### src/rtl/ofdm_qpsk_demapper.sv
// ofdm_qpsk_demapper
//   Receive-side QPSK hard-decision demapper for one OFDM symbol of N_BINS
//   frequency bins. Each accepted bin yields {im_bit, re_bit}; four bins are
//   packed LSB-pair-first into a byte, which is pushed into an output FIFO.
//   Symbol completion, low-confidence symbols and framing errors are flagged.
// Ports:
//   i_clk, i_rst_n          clock, asynchronous active-low reset
//   i_bin_re/i_bin_im       signed bin components, WORD_SIZE bits
//   i_bin_valid/i_bin_last  bin handshake and end-of-symbol marker
//   o_bin_ready             high unless the byte FIFO is full
//   o_byte/o_byte_valid     FIFO head (first-word-fall-through), non-empty
//   i_byte_ready            downstream pop
//   o_symbol_done           1-cycle pulse after bin N_BINS-1 is accepted
//   o_symbol_lowconf        qualifies o_symbol_done: some bin under THRESH
//   o_frame_err             1-cycle pulse on i_bin_last / index mismatch
module ofdm_qpsk_demapper #(
    parameter int WORD_SIZE   = 16,
    parameter int DATA_LENGTH = 8,
    parameter int N_BINS      = 32,
    parameter int FIFO_DEPTH  = 16,
    parameter int THRESH      = 32
) (
    input  logic                   i_clk,
    input  logic                   i_rst_n,
    input  logic [WORD_SIZE-1:0]   i_bin_re,
    input  logic [WORD_SIZE-1:0]   i_bin_im,
    input  logic                   i_bin_valid,
    input  logic                   i_bin_last,
    output logic                   o_bin_ready,
    output logic [DATA_LENGTH-1:0] o_byte,
    output logic                   o_byte_valid,
    input  logic                   i_byte_ready,
    output logic                   o_symbol_done,
    output logic                   o_symbol_lowconf,
    output logic                   o_frame_err
);
    localparam int IW = $clog2(N_BINS);
    localparam int PW = $clog2(FIFO_DEPTH);
    localparam logic [IW-1:0]    LAST_IDX = IW'(N_BINS - 1);
    localparam logic [PW:0]      FULL     = (PW+1)'(FIFO_DEPTH);
    localparam logic [WORD_SIZE:0] THR    = (WORD_SIZE+1)'(THRESH);

    logic [IW-1:0]          bin_idx;
    logic [5:0]             part;      // pairs of bins j=0..2 of the byte in progress
    logic                   lc_acc;
    logic [DATA_LENGTH-1:0] mem [FIFO_DEPTH];
    logic [PW-1:0]          wr_ptr, rd_ptr;
    logic [PW:0]            count;

    logic                   accept, at_end, byte_wr, fifo_rd;
    logic                   re_bit, im_bit, bin_lc;
    logic [WORD_SIZE:0]     re_ext, im_ext, re_mag, im_mag;
    logic [DATA_LENGTH-1:0] new_byte;

    assign o_bin_ready  = (count != FULL);
    assign o_byte_valid = (count != '0);
    assign o_byte       = o_byte_valid ? mem[rd_ptr] : '0;

    assign accept  = i_bin_valid & o_bin_ready;
    assign fifo_rd = i_byte_ready & o_byte_valid;
    assign at_end  = (bin_idx == LAST_IDX);
    // bin 4n+3 closes a byte, even when it also carries an early last
    assign byte_wr = accept & (bin_idx[1:0] == 2'd3);

    assign re_bit   = ~i_bin_re[WORD_SIZE-1];
    assign im_bit   = ~i_bin_im[WORD_SIZE-1];
    assign new_byte = {im_bit, re_bit, part};

    // one extra bit so that |-2^(WORD_SIZE-1)| is representable
    assign re_ext = {i_bin_re[WORD_SIZE-1], i_bin_re};
    assign im_ext = {i_bin_im[WORD_SIZE-1], i_bin_im};
    assign re_mag = re_ext[WORD_SIZE] ? -re_ext : re_ext;
    assign im_mag = im_ext[WORD_SIZE] ? -im_ext : im_ext;
    assign bin_lc = (re_mag < THR) | (im_mag < THR);

    // symbol framing, packing and status pulses
    always_ff @(posedge i_clk or negedge i_rst_n) begin
        if (!i_rst_n) begin
            bin_idx          <= '0;
            part             <= '0;
            lc_acc           <= 1'b0;
            o_symbol_done    <= 1'b0;
            o_symbol_lowconf <= 1'b0;
            o_frame_err      <= 1'b0;
        end else begin
            o_symbol_done    <= 1'b0;
            o_symbol_lowconf <= 1'b0;
            o_frame_err      <= 1'b0;
            if (accept) begin
                if (at_end) begin
                    // missing last still completes the symbol
                    o_symbol_done    <= 1'b1;
                    o_symbol_lowconf <= lc_acc | bin_lc;
                    o_frame_err      <= ~i_bin_last;
                    bin_idx          <= '0;
                    lc_acc           <= 1'b0;
                end else if (i_bin_last) begin
                    // early last: drop the partial byte and restart the symbol
                    o_frame_err <= 1'b1;
                    bin_idx     <= '0;
                    lc_acc      <= 1'b0;
                    part        <= '0;
                end else begin
                    bin_idx <= bin_idx + 1'b1;
                    lc_acc  <= lc_acc | bin_lc;
                    case (bin_idx[1:0])
                        2'd0:    part[1:0] <= {im_bit, re_bit};
                        2'd1:    part[3:2] <= {im_bit, re_bit};
                        2'd2:    part[5:4] <= {im_bit, re_bit};
                        default: ;
                    endcase
                end
            end
        end
    end

    // byte FIFO storage (no reset needed: o_byte is masked while empty)
    always_ff @(posedge i_clk) begin
        if (byte_wr) mem[wr_ptr] <= new_byte;
    end

    always_ff @(posedge i_clk or negedge i_rst_n) begin
        if (!i_rst_n) begin
            wr_ptr <= '0;
            rd_ptr <= '0;
            count  <= '0;
        end else begin
            if (byte_wr) wr_ptr <= wr_ptr + 1'b1;
            if (fifo_rd) rd_ptr <= rd_ptr + 1'b1;
            case ({byte_wr, fifo_rd})
                2'b10:   count <= count + 1'b1;
                2'b01:   count <= count - 1'b1;
                default: ;
            endcase
        end
    end
endmodule

### config.mk
export PLATFORM = sky130hd
export DESIGN_NAME = ofdm_qpsk_demapper
export DESIGN_NICKNAME = d
export VERILOG_FILES = /design/src/rtl/ofdm_qpsk_demapper.sv
export SDC_FILE = /design/constraint.sdc
export NUM_CORES = 1
export LEC_CHECK = 0
export CORE_UTILIZATION = 58
export DETAILED_ROUTE_END_ITERATION = 8
export GPL_TIMING_DRIVEN = 1
export HOLD_SLACK_MARGIN = 0.08
export PLACE_DENSITY = 0.79
export SLEW_MARGIN = 0
export SYNTH_ARGS = -nofsm -noshare
export SYNTH_HDL_FRONTEND = slang
export SYNTH_SLANG_ARGS = --single-unit
### constraint.sdc
create_clock -name i_clk -period 3.4 [get_ports i_clk]
set_input_delay 1.02 -clock i_clk [delete_from_list [all_inputs] [get_ports i_clk]]
set_output_delay 1.02 -clock i_clk [all_outputs]
set_load 0.02 [all_outputs]
After elaboration in Yosys (flattened, before gate mapping)
Memory sizes are Yosys's and may differ from the RTL's. Cells that the tools add are included.

$add $sub $neg: 7. Multipliers: 0. Div/mod/pow operators: 0. $lt $le $gt $ge: 2. Equal/unequal tests: 7. Shifts and indexed selects: 0. Mux-type cells: 21. Bitwise operators: 9. Reductions and logical operators: 9.

Operators by type and width (number): 17-bit by 6-bit < comparator with 1-bit output, second input constant (2); 17-bit 2-to-1 mux (2); 17-bit negator (2); 1-bit 2-to-1 mux (11); 5-bit by 1-bit adder with 5-bit output, second input constant (2); 5-bit 2-to-1 mux (2); 5-bit one-hot mux with 2 select lines (1); 3-bit AND reduction (3); 4-bit by 1-bit adder with 4-bit output, second input constant (2); 8-bit 2-to-1 mux (1); 2-bit nonzero test (4); 2-bit equality test, second input constant (3); 2-bit 2-to-1 mux (3); 6-bit 2-to-1 mux (1); 5-bit equality test, second input constant (1); 5-bit inequality test, second input constant (1); 5-bit nonzero test (1); 5-bit by 1-bit subtractor with 5-bit output, second input constant (1); 2-bit by 1-bit equality test with 1-bit output, second input constant (2); 1-bit inverter (4); 1-bit AND (3); 2-bit logical NOT (1); 1-bit bitwise OR (2).

Register bits: 28. Bits in latches: 0. Bits in writable memories: 128. ROM bits: 0. Output and inout port bits: 13. Logic and storage cells: 67. Memories: 1.

Memories: mem (depth 16, width 8, read ports 1, clocked after memory_dff 0, wr ports 1, line 46) `logic [DATA_LENGTH-1:0] mem [FIFO_DEPTH];`.

Depth between registers and ports, before layout
Gate-level depths: netlist of the first run.

Depth after elaboration: 7. Depth in mapped cells: 12. Depth with buffers taken out: 11.

Worst setup path before layout of the first run
No wires, ideal clock.

Path type: register -> output. From: register rd_ptr[0]. To: output o_byte[0]. Arrival: 2140 ps. Data required time: 2380 ps. Slack: 240 ps. Stages on the path, launching flop included: 6. Cell sequence: dfrtp_1 > clkbuf_1 > buf_2 > mux4_2 > mux4_2 > nor2b_1.

Cells in the longest elaborated chain, start to end: 2.

Ends and longest elaborated chain: start: declaration (line 47) `logic [PW-1:0] wr_ptr, rd_ptr;`; start signal: assignment (line 129) `if (fifo_rd) rd_ptr <= rd_ptr + 1'b1;`; memory 16 x 8 bit; 8-bit 2-to-1 mux (line 57) `assign o_byte = o_byte_valid ? mem[rd_ptr] : '0;`; end: declaration (line 30) `output logic [DATA_LENGTH-1:0] o_byte,`.

Every way passes these cells.

Final worst setup path of the first run
From: register rd_ptr[0]. To: output o_byte[2].

Same word-level chain as after synthesis.

==> results of run 1 <==
## layout make-up
class / count / area [sq um] / area share
Clock buffer: 18 / 429 / 0.0513
Inverter: 9 / 33.8 / 0.00404
Sequential cell: 156 / 4550 / 0.543
Tap cell: 143 / 179 / 0.0214
Timing Repair Buffer: 83 / 843 / 0.101
Multi-Input combinational cell: 225 / 2170 / 0.259
Clock inverter: 14 / 170 / 0.0203
## state kept, by name (all words and copies together), names as in the netlist
| register | cells |
|---|---|
| mem | 128 |
| part | 6 |
| bin_idx | 5 |
| count | 5 |
| rd_ptr | 4 |
| wr_ptr | 4 |
| lc_acc | 1 |
| o_frame_err | 1 |
| o_symbol_done | 1 |
| o_symbol_lowconf | 1 |
## worst register-to-register path, stage by stage, from the launching register on
cell and delay (ns):
sky130_fd_sc_hd__dfrtp_1 0.43, sky130_fd_sc_hd__nor4_1 0.40, sky130_fd_sc_hd__nor2b_1 0.24, sky130_fd_sc_hd__buf_4 0.24, sky130_fd_sc_hd__nor2b_1 0.10, sky130_fd_sc_hd__ha_1 0.28, sky130_fd_sc_hd__fa_1 0.44, sky130_fd_sc_hd__a21o_1 0.20
sky130_fd_sc_hd__a21oi_1 0.17, sky130_fd_sc_hd__xor2_1 0.15, sky130_fd_sc_hd__nor2_1 0.06, sky130_fd_sc_hd__xor2_1 0.14
## layer usage
layer  global-route usage  vias to the layer above
met5                    0                        -
met4                0.117                        0
met3               0.0576                       41
met2                0.403                      194
met1                0.363                     2020
li1                     -                     1783
## Yosys cell counts (3+ instances only)
cell type	count
sky130_fd_sc_hd__xnor2_1	9
sky130_fd_sc_hd__buf_2	3
sky130_fd_sc_hd__mux2_2	5
sky130_fd_sc_hd__nand2_1	12
sky130_fd_sc_hd__nor3_1	13
sky130_fd_sc_hd__o21ai_0	22
sky130_fd_sc_hd__and3_1	3
sky130_fd_sc_hd__mux4_2	40
sky130_fd_sc_hd__mux2i_1	8
sky130_fd_sc_hd__edfxtp_1	128
sky130_fd_sc_hd__nor2b_1	11
sky130_fd_sc_hd__dfrtp_1	28
sky130_fd_sc_hd__inv_1	9
sky130_fd_sc_hd__nor4_1	3
sky130_fd_sc_hd__nand4_1	3
sky130_fd_sc_hd__a21oi_1	4
sky130_fd_sc_hd__and2_1	19
sky130_fd_sc_hd__or4_1	4
sky130_fd_sc_hd__clkbuf_1	14
sky130_fd_sc_hd__xor2_1	6
sky130_fd_sc_hd__o22ai_1	4
sky130_fd_sc_hd__nand3_1	7
sky130_fd_sc_hd__ha_1	14
sky130_fd_sc_hd__nor2_1	15
## placed cells by master (no fill, tap or decap), types with 3 or more instances in the layout
cell / count
sky130_fd_sc_hd__a21oi_1: 4
sky130_fd_sc_hd__and2_1: 19
sky130_fd_sc_hd__and3_1: 3
sky130_fd_sc_hd__buf_12: 4
sky130_fd_sc_hd__buf_2: 3
sky130_fd_sc_hd__buf_4: 26
sky130_fd_sc_hd__buf_6: 6
sky130_fd_sc_hd__bufinv_16: 3
sky130_fd_sc_hd__clkbuf_16: 20
sky130_fd_sc_hd__clkdlybuf4s50_1: 41
sky130_fd_sc_hd__clkinv_4: 4
sky130_fd_sc_hd__dfrtp_1: 27
sky130_fd_sc_hd__edfxtp_1: 128
sky130_fd_sc_hd__ha_1: 14
sky130_fd_sc_hd__inv_1: 9
sky130_fd_sc_hd__mux2_2: 5
sky130_fd_sc_hd__mux2i_1: 8
sky130_fd_sc_hd__mux4_2: 40
sky130_fd_sc_hd__nand2_1: 12
sky130_fd_sc_hd__nand3_1: 7
sky130_fd_sc_hd__nand4_1: 3
sky130_fd_sc_hd__nor2_1: 15
sky130_fd_sc_hd__nor2b_1: 8
sky130_fd_sc_hd__nor2b_2: 3
sky130_fd_sc_hd__nor3_1: 13
sky130_fd_sc_hd__nor4_1: 3
sky130_fd_sc_hd__o21ai_0: 22
sky130_fd_sc_hd__o22ai_1: 4
sky130_fd_sc_hd__or4_1: 4
sky130_fd_sc_hd__xnor2_1: 9
sky130_fd_sc_hd__xor2_1: 6
## per-stage QoR
| step | utilization | hold slack, ns |
|---|---|---|
| finish | 0.733 | 0.489 |
| global route | 0.733 | 0.524 |
| CTS | 0.723 | 0.486 |
| detailed placement | 0.668 | 0.475 |
| global placement | 0.668 | 0.458 |
| floorplan | - | 0.445 |
## timing repair
item                                    CTS  global route
hold buffers                              0             0
gates cloned                              1             3
endpoints found under the hold margin     0             0
setup buffers                             4             4
endpoints found under the setup margin    8             8
gates resized for setup                  34            13
## cells by family (layout without fill, tap and decap cells)
family / count (synthesis) / after routing / synth area share
flops: 156 / 156 / 0.667
simple gates: 97 / 97 / 0.0777
mux: 53 / 53 / 0.152
compound gates: 45 / 45 / 0.0397
buf+inv: 27 / 124 / 0.0154
fa+ha+maj: 15 / 15 / 0.0287
xor+xnor: 15 / 15 / 0.0193
## power breakdown
part | internal, mW | switching, mW | total, mW
sequential | 2.33 | 0.276 | 2.60
combinational | 1.17 | 0.932 | 2.10
clock | 1.16 | 0.744 | 1.90
total | 4.65 | 1.95 | 6.61
## how the worst max path moves through the flow
stage                             to  cells after the start
detailed placement  o_symbol_lowconf                      7
floorplan                  o_byte[0]                      5
finish                     o_byte[2]                      6
global placement              lc_acc                      7
CTS                        o_byte[7]                      6
global route               o_byte[2]                      6
==> metrics.md, run 1 <==
| Metric | Value |
|---|---|
| Post-Route M1 WL | `6.12 mm` |
| Worst min-delay path endpoint | `bin_idx[4]` |
| Filler cells | `705` |
| Detailed router's first-iteration violation count | `369` |
| Delay-heaviest family, CP | `multiplexers` |
| CP max FO | `6` |
| Final Max Slew Viols | `0` |
| Number of flops mapped to enable cells by yosys | `128` |
| First drt pass iteration count | `5` |
| Cell area power density | `789 nW/um^2` |
| Global-route wire length before repair | `22.0 mm` |
| Max Clock Freq | `286 MHz` |
| Slowest cell on the critical path | `sky130_fd_sc_hd__mux4_2` |
| # IOs | `50` |
| Fraction of layout cells with a size suffix above 1 | `0.246` |
| Final period util | `1.03` |
| Clock-pin transition on the worst setup and hold timing paths | `0.06 ns` |
| Largest stage delay on the critical path | `0.53 ns` |
| Placer's final routability congestion estimate | `0.806` |
| Syn Nets | `460` |
| Data required time of the worst path | `2.38 ns` |
| Sum of buffers and inverters on the critical path | `3` |
| Yosys cell types | `43` |
| Max-cap violations | `0` |
| Sink count of the clock tree | `156` |
| Number of buffers created by CTS | `17` |
| Mapped Avg Cell Area | `16.7 sq um` |
| Startpoint of the most critical hold path | `bin_idx[4]` |
| Reg2reg path depth | `11` |
| Launch point of the worst reg-to-reg path | `count[0]` |
| Finished Cell Area | `8370 sq um` |
| Worst Slack Setup Final | `-0.0998 ns` |
| Synth area leader | `sky130_fd_sc_hd__edfxtp_1` |
| Layout Skew | `0.00612 ns` |
| Height of the die | `110 microns` |
| CTS tree | `yes` |
| # port buffers | `49` |
| Number of vias per cell after detailed routing | `6.23` |
| Depth of the CTS H-tree | `4` |
| Startpoint of the worst setup timing path | `rd_ptr[0]` |
| Routed WL | `15.4 mm` |
| Total DRC errors in the routed layout | `0` |
| Detailed-route via count | `4038` |
| Area contributors post-synth | `sky130_fd_sc_hd__edfxtp_1 (56%), sky130_fd_sc_hd__mux4_2 (13%), sky130_fd_sc_hd__dfrtp_1 (10%)` |
| Post-DP HPWL | `9.04 mm` |
| Category of the worst setup path capture point | `output pin` |
| Remaining max-slew budget at the tightest pin | `0.558` |
| Post-synthesis register bit count | `156` |
| Width of the chip | `110 microns` |
| Initial antenna violation count | `0` |
| Aggregate global routing overflow | `0` |
| Register-to-register setup slack | `0.43 ns` |
| Setup crit start kind | `flop` |
| Final Instance Count excl. Fillers | `648` |
| Post-place instance area | `7620 sq um` |
| Dpl cells | `605` |
| Crit Path Class | `flop to output pin` |
| Die Area | `12200 sq um` |
| Highest metal layer used by the detailed router | `met4` |
| Setup violation total in the final timing report | `8` |
| Fin Setup TNS | `-0.541 ns` |
| Min-delay worst type | `flop to flop` |
| Via count of the first global-routing pass | `3953` |
| Effective utilization at floorplan | `0.597` |
| Core region area | `11400 sq um` |
| Transition time at the pin with the least slew margin | `0.663 ns` |
| Final-report hold violation count | `0` |
| Hold path depth | `2` |
| Minimum period implied by the final worst setup slack | `3.50 ns` |
| Diodes inserted | `0` |
| Count of mapped cells out of synthesis | `408` |
| Setup repair after global routing missed its margin | `yes` |
| Pin count of the biggest net entering global routing | `36` |
| Wire length per cell after detailed routing | `23.8 microns` |
| Fraction of synthesized cell area taken by the top area cell type | `0.564` |
| Root buffer selected by CTS | `sky130_fd_sc_hd__clkbuf_16` |
| Async set-or-reset flop fraction in the synthesized netlist | `0.179` |
| Area Growth Syn to Fin | `22.9%` |
| Ordered list of cells on the worst path | `buf_6 -> clkbuf_16 -> mux4_2 -> mux4_2 -> nor2b_2 -> buf_6` |
| Detailed-routed wire length on met3 | `1.14 mm` |
| Overall power consumption | `6.61 mW` |
| Combined area of all synthesized cells | `6810 sq um` |
| Endpoint arrival time on the critical path | `2.48 ns` |
| Dpl ws | `-0.0503 ns` |
| Sequential share of the synthesized area | `0.667` |
| Fin nets | `544` |
| Std cell rows | `39` |
| Wire length on met2 | `7.66 mm` |
| Number of warning messages in the yosys log | `0` |
| Primary FF master, synth | `sky130_fd_sc_hd__edfxtp_1` |
| Largest voltage drop on the vdd net | `0.000601 V` |
| Leakage dissipation | `3.00 nW` |
| Antenna-violating nets left | `0` |
| Total track usage | `0.262` |
| Deepest clock path buffer count | `2` |
| Run status | `finished with violations` |
| Endpoint of the lowest-slack register-to-register path | `count[4]` |
| Clock latency on the worst-skew pair | `0.42 ns` |
| Violations in the final reports | `negative setup slack` |
Power figures use the tool's default switching activity.
==> run 2, diff against run 1 <==
Settings changed: TNS_END_PERCENT from default to 5.
==> metrics.md, run 2 (synthesis gave the netlist of run 1 again) <==
| Metric | Value |
|---|---|
| Dpl cells | `605` |
| Core region area | `11400 sq um` |
| Most common library cell in the layout ignoring fill and taps | `sky130_fd_sc_hd__edfxtp_1` |
| Total DRC errors in the routed layout | `0` |
| # IOs | `50` |
| Setup violation total in the final timing report | `5` |
| Std cell rows | `39` |
| Transition time at the pin with the least slew margin | `0.602 ns` |
| Launch point of the worst reg-to-reg path | `count[0]` |
| Final hold slack | `0.485 ns` |
| Effective utilization at floorplan | `0.597` |
| Highest metal layer used by the detailed router | `met4` |
| Clock-pin transition on the worst setup and hold timing paths | `0.06 ns` |
| Height of the die | `110 microns` |
| # port buffers | `49` |
| Worst Slack Setup Final | `-0.0322 ns` |
| Final Max Slew Viols | `0` |
| Antenna-violating nets left | `0` |
| Dpl ws | `-0.0503 ns` |
| Detailed-route via count | `3966` |
| Minimum period implied by the final worst setup slack | `3.43 ns` |
| Depth of the CTS H-tree | `4` |
| Layout Skew | `0.00804 ns` |
| Category of the worst setup path capture point | `output pin` |
| Biggest register | `mem` |
| Flip-flop count of the largest register after layout | `128` |
| Remaining max-slew budget at the tightest pin | `0.599` |
| Largest voltage drop on the vdd net | `0.000587 V` |
| Detailed router's first-iteration violation count | `343` |
| Final Instance Count excl. Fillers | `641` |
| Number of vias per cell after detailed routing | `6.19` |
| Area Growth Syn to Fin | `21.2%` |
| Number of buffers created by CTS | `17` |
| Setup repair after global routing missed its margin | `yes` |
| Aggregate global routing overflow | `0` |
| Post-place instance area | `7620 sq um` |
| Max Clock Freq | `291 MHz` |
| CTS tree | `yes` |
| Register-to-register setup slack | `0.44 ns` |
| First drt pass iteration count | `5` |
| Utilization after layout | `0.723` |
| Final period util | `1.01` |
| Post-DP HPWL | `9.04 mm` |
| Sink count of the clock tree | `156` |
| Cell area power density | `774 nW/um^2` |
| CP max FO | `6` |
| Crit Path Class | `flop to output pin` |
| Startpoint of the most critical hold path | `bin_idx[4]` |
| Clock latency on the worst-skew pair | `0.42 ns` |
| Max-cap violations | `0` |
| Min-delay worst type | `flop to flop` |
| Overall power consumption | `6.39 mW` |
| Run status | `finished with violations` |
| Violations in the final reports | `negative setup slack` |
| Worst min-delay path endpoint | `bin_idx[4]` |
| Reg2reg path depth | `11` |
| Placer's final routability congestion estimate | `0.806` |
| Most used cells in the layout excluding fill and tap cells | `sky130_fd_sc_hd__edfxtp_1 (128), sky130_fd_sc_hd__clkdlybuf4s50_1 (41), sky130_fd_sc_hd__mux4_2 (40)` |
| Deepest clock path buffer count | `2` |
| Finished Cell Area | `8260 sq um` |
| Detailed-routed wire length on met3 | `1.05 mm` |
| Wire length per cell after detailed routing | `22.5 microns` |
| Post-Route M1 WL | `5.85 mm` |
| Setup crit start kind | `flop` |
| Width of the chip | `110 microns` |
| Endpoint of the lowest-slack register-to-register path | `count[4]` |
| Fin nets | `537` |
| Root buffer selected by CTS | `sky130_fd_sc_hd__clkbuf_16` |
| Pin count of the biggest net entering global routing | `36` |
| Data required time of the worst path | `2.38 ns` |
| Leading registers by flop count | `mem: 128 flops, part: 6 flops` |
| Die Area | `12200 sq um` |
| Via count of the first global-routing pass | `3952` |
| Initial antenna violation count | `0` |
| Area occupied by registers | `4550 sq um` |
| Hold path depth | `2` |
| Leakage dissipation | `2.94 nW` |
| Final-report hold violation count | `0` |
| Multi-input gate area in the final layout | `2170 sq um` |
| Total track usage | `0.261` |
| Fraction of layout cells with a size suffix above 1 | `0.231` |
| Endpoint arrival time on the critical path | `2.41 ns` |
| Fin Setup TNS | `-0.133 ns` |
| Diodes inserted | `0` |
| Global-route wire length before repair | `22.0 mm` |
| Filler cells | `719` |
| Routed WL | `14.4 mm` |
| Wire length on met2 | `7.12 mm` |
run 2: changes by cell type in the layout (fill, tap and decap cells not counted), sizes merged:
| cell | before | now |
|---|---|---|
| buf | 39 | 34 |
| clkbuf | 21 | 19 |
run 2: layout make-up:
cell class                      instances  area share
Sequential cell                       156       0.550
Multi-Input combinational cell        225       0.262
Timing Repair Buffer                   76      0.0891
Clock buffer                           18      0.0520
Tap cell                              143      0.0217
Clock inverter                         14      0.0206
Inverter                                9     0.00409
run 2: worst max-delay path, stage by stage, from the launching register on:
cell and delay [ns]:
sky130_fd_sc_hd__dfrtp_2 0.43, sky130_fd_sc_hd__buf_6 0.14, sky130_fd_sc_hd__buf_12 0.13, sky130_fd_sc_hd__mux4_2 0.52, sky130_fd_sc_hd__mux4_2 0.48, sky130_fd_sc_hd__nor2b_1 0.14
sky130_fd_sc_hd__buf_2 0.16
run 2: how the worst max path moves through the flow:
stage | start | end | slack, ns | cells after the start
2_1_floorplan | rd_ptr[0] | o_byte[0] | 0.24 | 5
3_3_place_gp | i_bin_re[6] | lc_acc | 0.07 | 7
3_5_place_dp | i_bin_re[6] | o_symbol_lowconf | -0.05 | 7
4_1_cts | rd_ptr[0] | o_byte[7] | -0.06 | 6
5_1_grt | rd_ptr[0] | o_byte[0] | -0.09 | 6
6_report | rd_ptr[0] | o_byte[1] | -0.03 | 6
run 2: power by group:
group | total [mW] | internal (mW) | switching (mW)
logic | 1.90 | 1.04 | 0.863
clock network | 1.90 | 1.16 | 0.744
registers | 2.59 | 2.33 | 0.268
run 2: timing repair:
| item | CTS | global route |
|---|---|---|
| cloned | 1 | 1 |
| setup endpoints to repair | 8 | 8 |
| gates resized for setup | 34 | 5 |
| hold endpoints to repair | 0 | 0 |
| hold buffers | 0 | 0 |
| setup buffers | 3 | 0 |
run 2: layer usage:
| metal | track usage | vias to the layer above |
|---|---|---|
| met2 | 0.402 | 185 |
| met4 | 0.117 | 0 |
| li1 | - | 1768 |
| met5 | 0 | - |
| met3 | 0.0576 | 33 |
| met1 | 0.362 | 1980 |
==> run 3, diff against run 2 <==
Settings changed: SETUP_SLACK_MARGIN from default to 0.1.
==> metrics.md, run 3 (synthesis gave the netlist of run 1 again) <==
| Metric | Value |
|---|---|
| Root buffer selected by CTS | `sky130_fd_sc_hd__clkbuf_16` |
| # port buffers | `49` |
| Routed WL | `14.6 mm` |
| Detailed router's first-iteration violation count | `325` |
| Max Clock Freq | `288 MHz` |
| Post-DP HPWL | `9.04 mm` |
| Worst Slack Setup Final | `-0.0724 ns` |
| Total DRC errors in the routed layout | `0` |
| Min-delay worst type | `flop to flop` |
| Run status | `finished with violations` |
| Aggregate global routing overflow | `0` |
| Depth of the CTS H-tree | `4` |
| Leading registers by flop count | `mem: 128 flops, part: 6 flops` |
| Area Growth Syn to Fin | `21.8%` |
| Most common library cell in the layout ignoring fill and taps | `sky130_fd_sc_hd__edfxtp_1` |
| CTS tree | `yes` |
| Global-route wire length before repair | `22.0 mm` |
| Via count of the first global-routing pass | `3953` |
| Fin Setup TNS | `-0.338 ns` |
| Endpoint arrival time on the critical path | `2.45 ns` |
| Largest voltage drop on the vdd net | `0.000588 V` |
| Diodes inserted | `0` |
| # IOs | `50` |
| Most frequent cell on the critical path | `sky130_fd_sc_hd__mux4_2` |
| Core region area | `11400 sq um` |
| Biggest register | `mem` |
| Ordered list of cells on the worst path | `buf_12 -> buf_16 -> mux4_2 -> mux4_2 -> nor2b_1 -> buf_4` |
| Setup repair after global routing missed its margin | `yes` |
| Max-cap violations | `0` |
| Number of vias per cell after detailed routing | `6.18` |
| Remaining max-slew budget at the tightest pin | `0.580` |
| Utilization after layout | `0.727` |
| Antenna-violating nets left | `0` |
| Number of buffers created by CTS | `17` |
| Overall power consumption | `6.45 mW` |
| Clock latency on the worst-skew pair | `0.42 ns` |
| Flip-flop count of the largest register after layout | `128` |
| CP max FO | `10` |
| Reg2reg path depth | `11` |
| Data required time of the worst path | `2.38 ns` |
| Category of the worst setup path capture point | `output pin` |
| Cell area power density | `778 nW/um^2` |
| Pin count of the biggest net entering global routing | `36` |
| Effective utilization at floorplan | `0.597` |
| Final Max Slew Viols | `0` |
| Hold path depth | `2` |
| Sink count of the clock tree | `156` |
| Std cell rows | `39` |
| Width of the chip | `110 microns` |
| Slowest cell on the critical path | `sky130_fd_sc_hd__mux4_2` |
| Wire length per cell after detailed routing | `22.7 microns` |
| Total track usage | `0.262` |
| Fin nets | `540` |
| Largest stage delay on the critical path | `0.54 ns` |
| First drt pass iteration count | `5` |
| Final period util | `1.02` |
| Clock-pin transition on the worst setup and hold timing paths | `0.06 ns` |
| Violations in the final reports | `negative setup slack` |
| Deepest clock path buffer count | `2` |
| Crit Path Class | `flop to output pin` |
| Detailed-route via count | `3979` |
| Hold Buf Count CTS | `0` |
| Placer's final routability congestion estimate | `0.806` |
| Most used cells in the layout excluding fill and tap cells | `sky130_fd_sc_hd__edfxtp_1 (128), sky130_fd_sc_hd__clkdlybuf4s50_1 (41), sky130_fd_sc_hd__mux4_2 (40)` |
| Dpl ws | `-0.0503 ns` |
| Fraction of layout cells with a size suffix above 1 | `0.234` |
| Initial antenna violation count | `0` |
| Leakage dissipation | `2.96 nW` |
| Final-report hold violation count | `0` |
| Setup crit start kind | `flop` |
| Layout Skew | `0.0109 ns` |
| Final hold slack | `0.486 ns` |
| Setup violation total in the final timing report | `7` |
| Height of the die | `110 microns` |
| Minimum period implied by the final worst setup slack | `3.47 ns` |
| Transition time at the pin with the least slew margin | `0.629 ns` |
| Die Area | `12200 sq um` |
-- run 3: report_power, final --
group | internal [mW] | leakage [nW] | switching [mW] | total [mW]
Clock | 1.16 | 0.286 | 0.745 | 1.90
Sequential | 2.33 | 1.52 | 0.270 | 2.60
Combinational | 1.08 | 1.16 | 0.877 | 1.96
Total | 4.56 | 2.96 | 1.89 | 6.45
-- run 3: metrics by stage --
| step | std cells | instance area (sq um) |
|---|---|---|
| finish | 644 | 8300 |
| floorplan | 408 | 6810 |
| CTS | 642 | 8250 |
| detailed placement | 605 | 7620 |
| global route | 644 | 8300 |
| global placement | 605 | 7620 |
-- run 3: layout make-up --
cell class	instances	area, sq um
Clock buffer	18	429
Clock inverter	14	170
Fill cell	714	3120
Inverter	9	33.8
Multi-Input combinational cell	225	2160
Sequential cell	156	4550
Tap cell	143	179
Timing Repair Buffer	79	777
-- run 3: worst paths after layout --
path                            start          to  slack [ns]
setup / recovery            rd_ptr[0]   o_byte[6]       -0.07
hold / removal             bin_idx[4]  bin_idx[4]        0.49
setup reg to reg             count[0]    count[4]        0.45
hold reg to reg            bin_idx[4]  bin_idx[4]        0.49
max in group asynchronous     i_rst_n   rd_ptr[0]        2.14
min in group asynchronous     i_rst_n  bin_idx[0]        0.98
-- run 3: layer usage --
layer	share of wire	wire length [microns]	vias to the layer above	GRT usage
met5	0	0	-	0
met4	0.031	448	0	0.117
li1	-	-	1776	-
met1	0.41	5920	1988	0.363
met3	0.075	1090	36	0.0576
met2	0.49	7160	179	0.403
-- run 3: worst max-delay path: cells and delay by family (launching register included) --
family | cells | cell delay [ns]
buffers and inverters | 3 | 0.43
flip-flops | 1 | 0.44
multiplexers | 2 | 1.02
AND/OR/NAND/NOR | 1 | 0.15
-- run 3: what timing repair did --
| item | CTS | global route |
|---|---|---|
| gates resized for setup | 34 | 4 |
| gates cloned | 1 | 1 |
| pin swaps | 0 | 0 |
| buffers inserted | 4 | 1 |
| setup endpoints to repair | 8 | 8 |
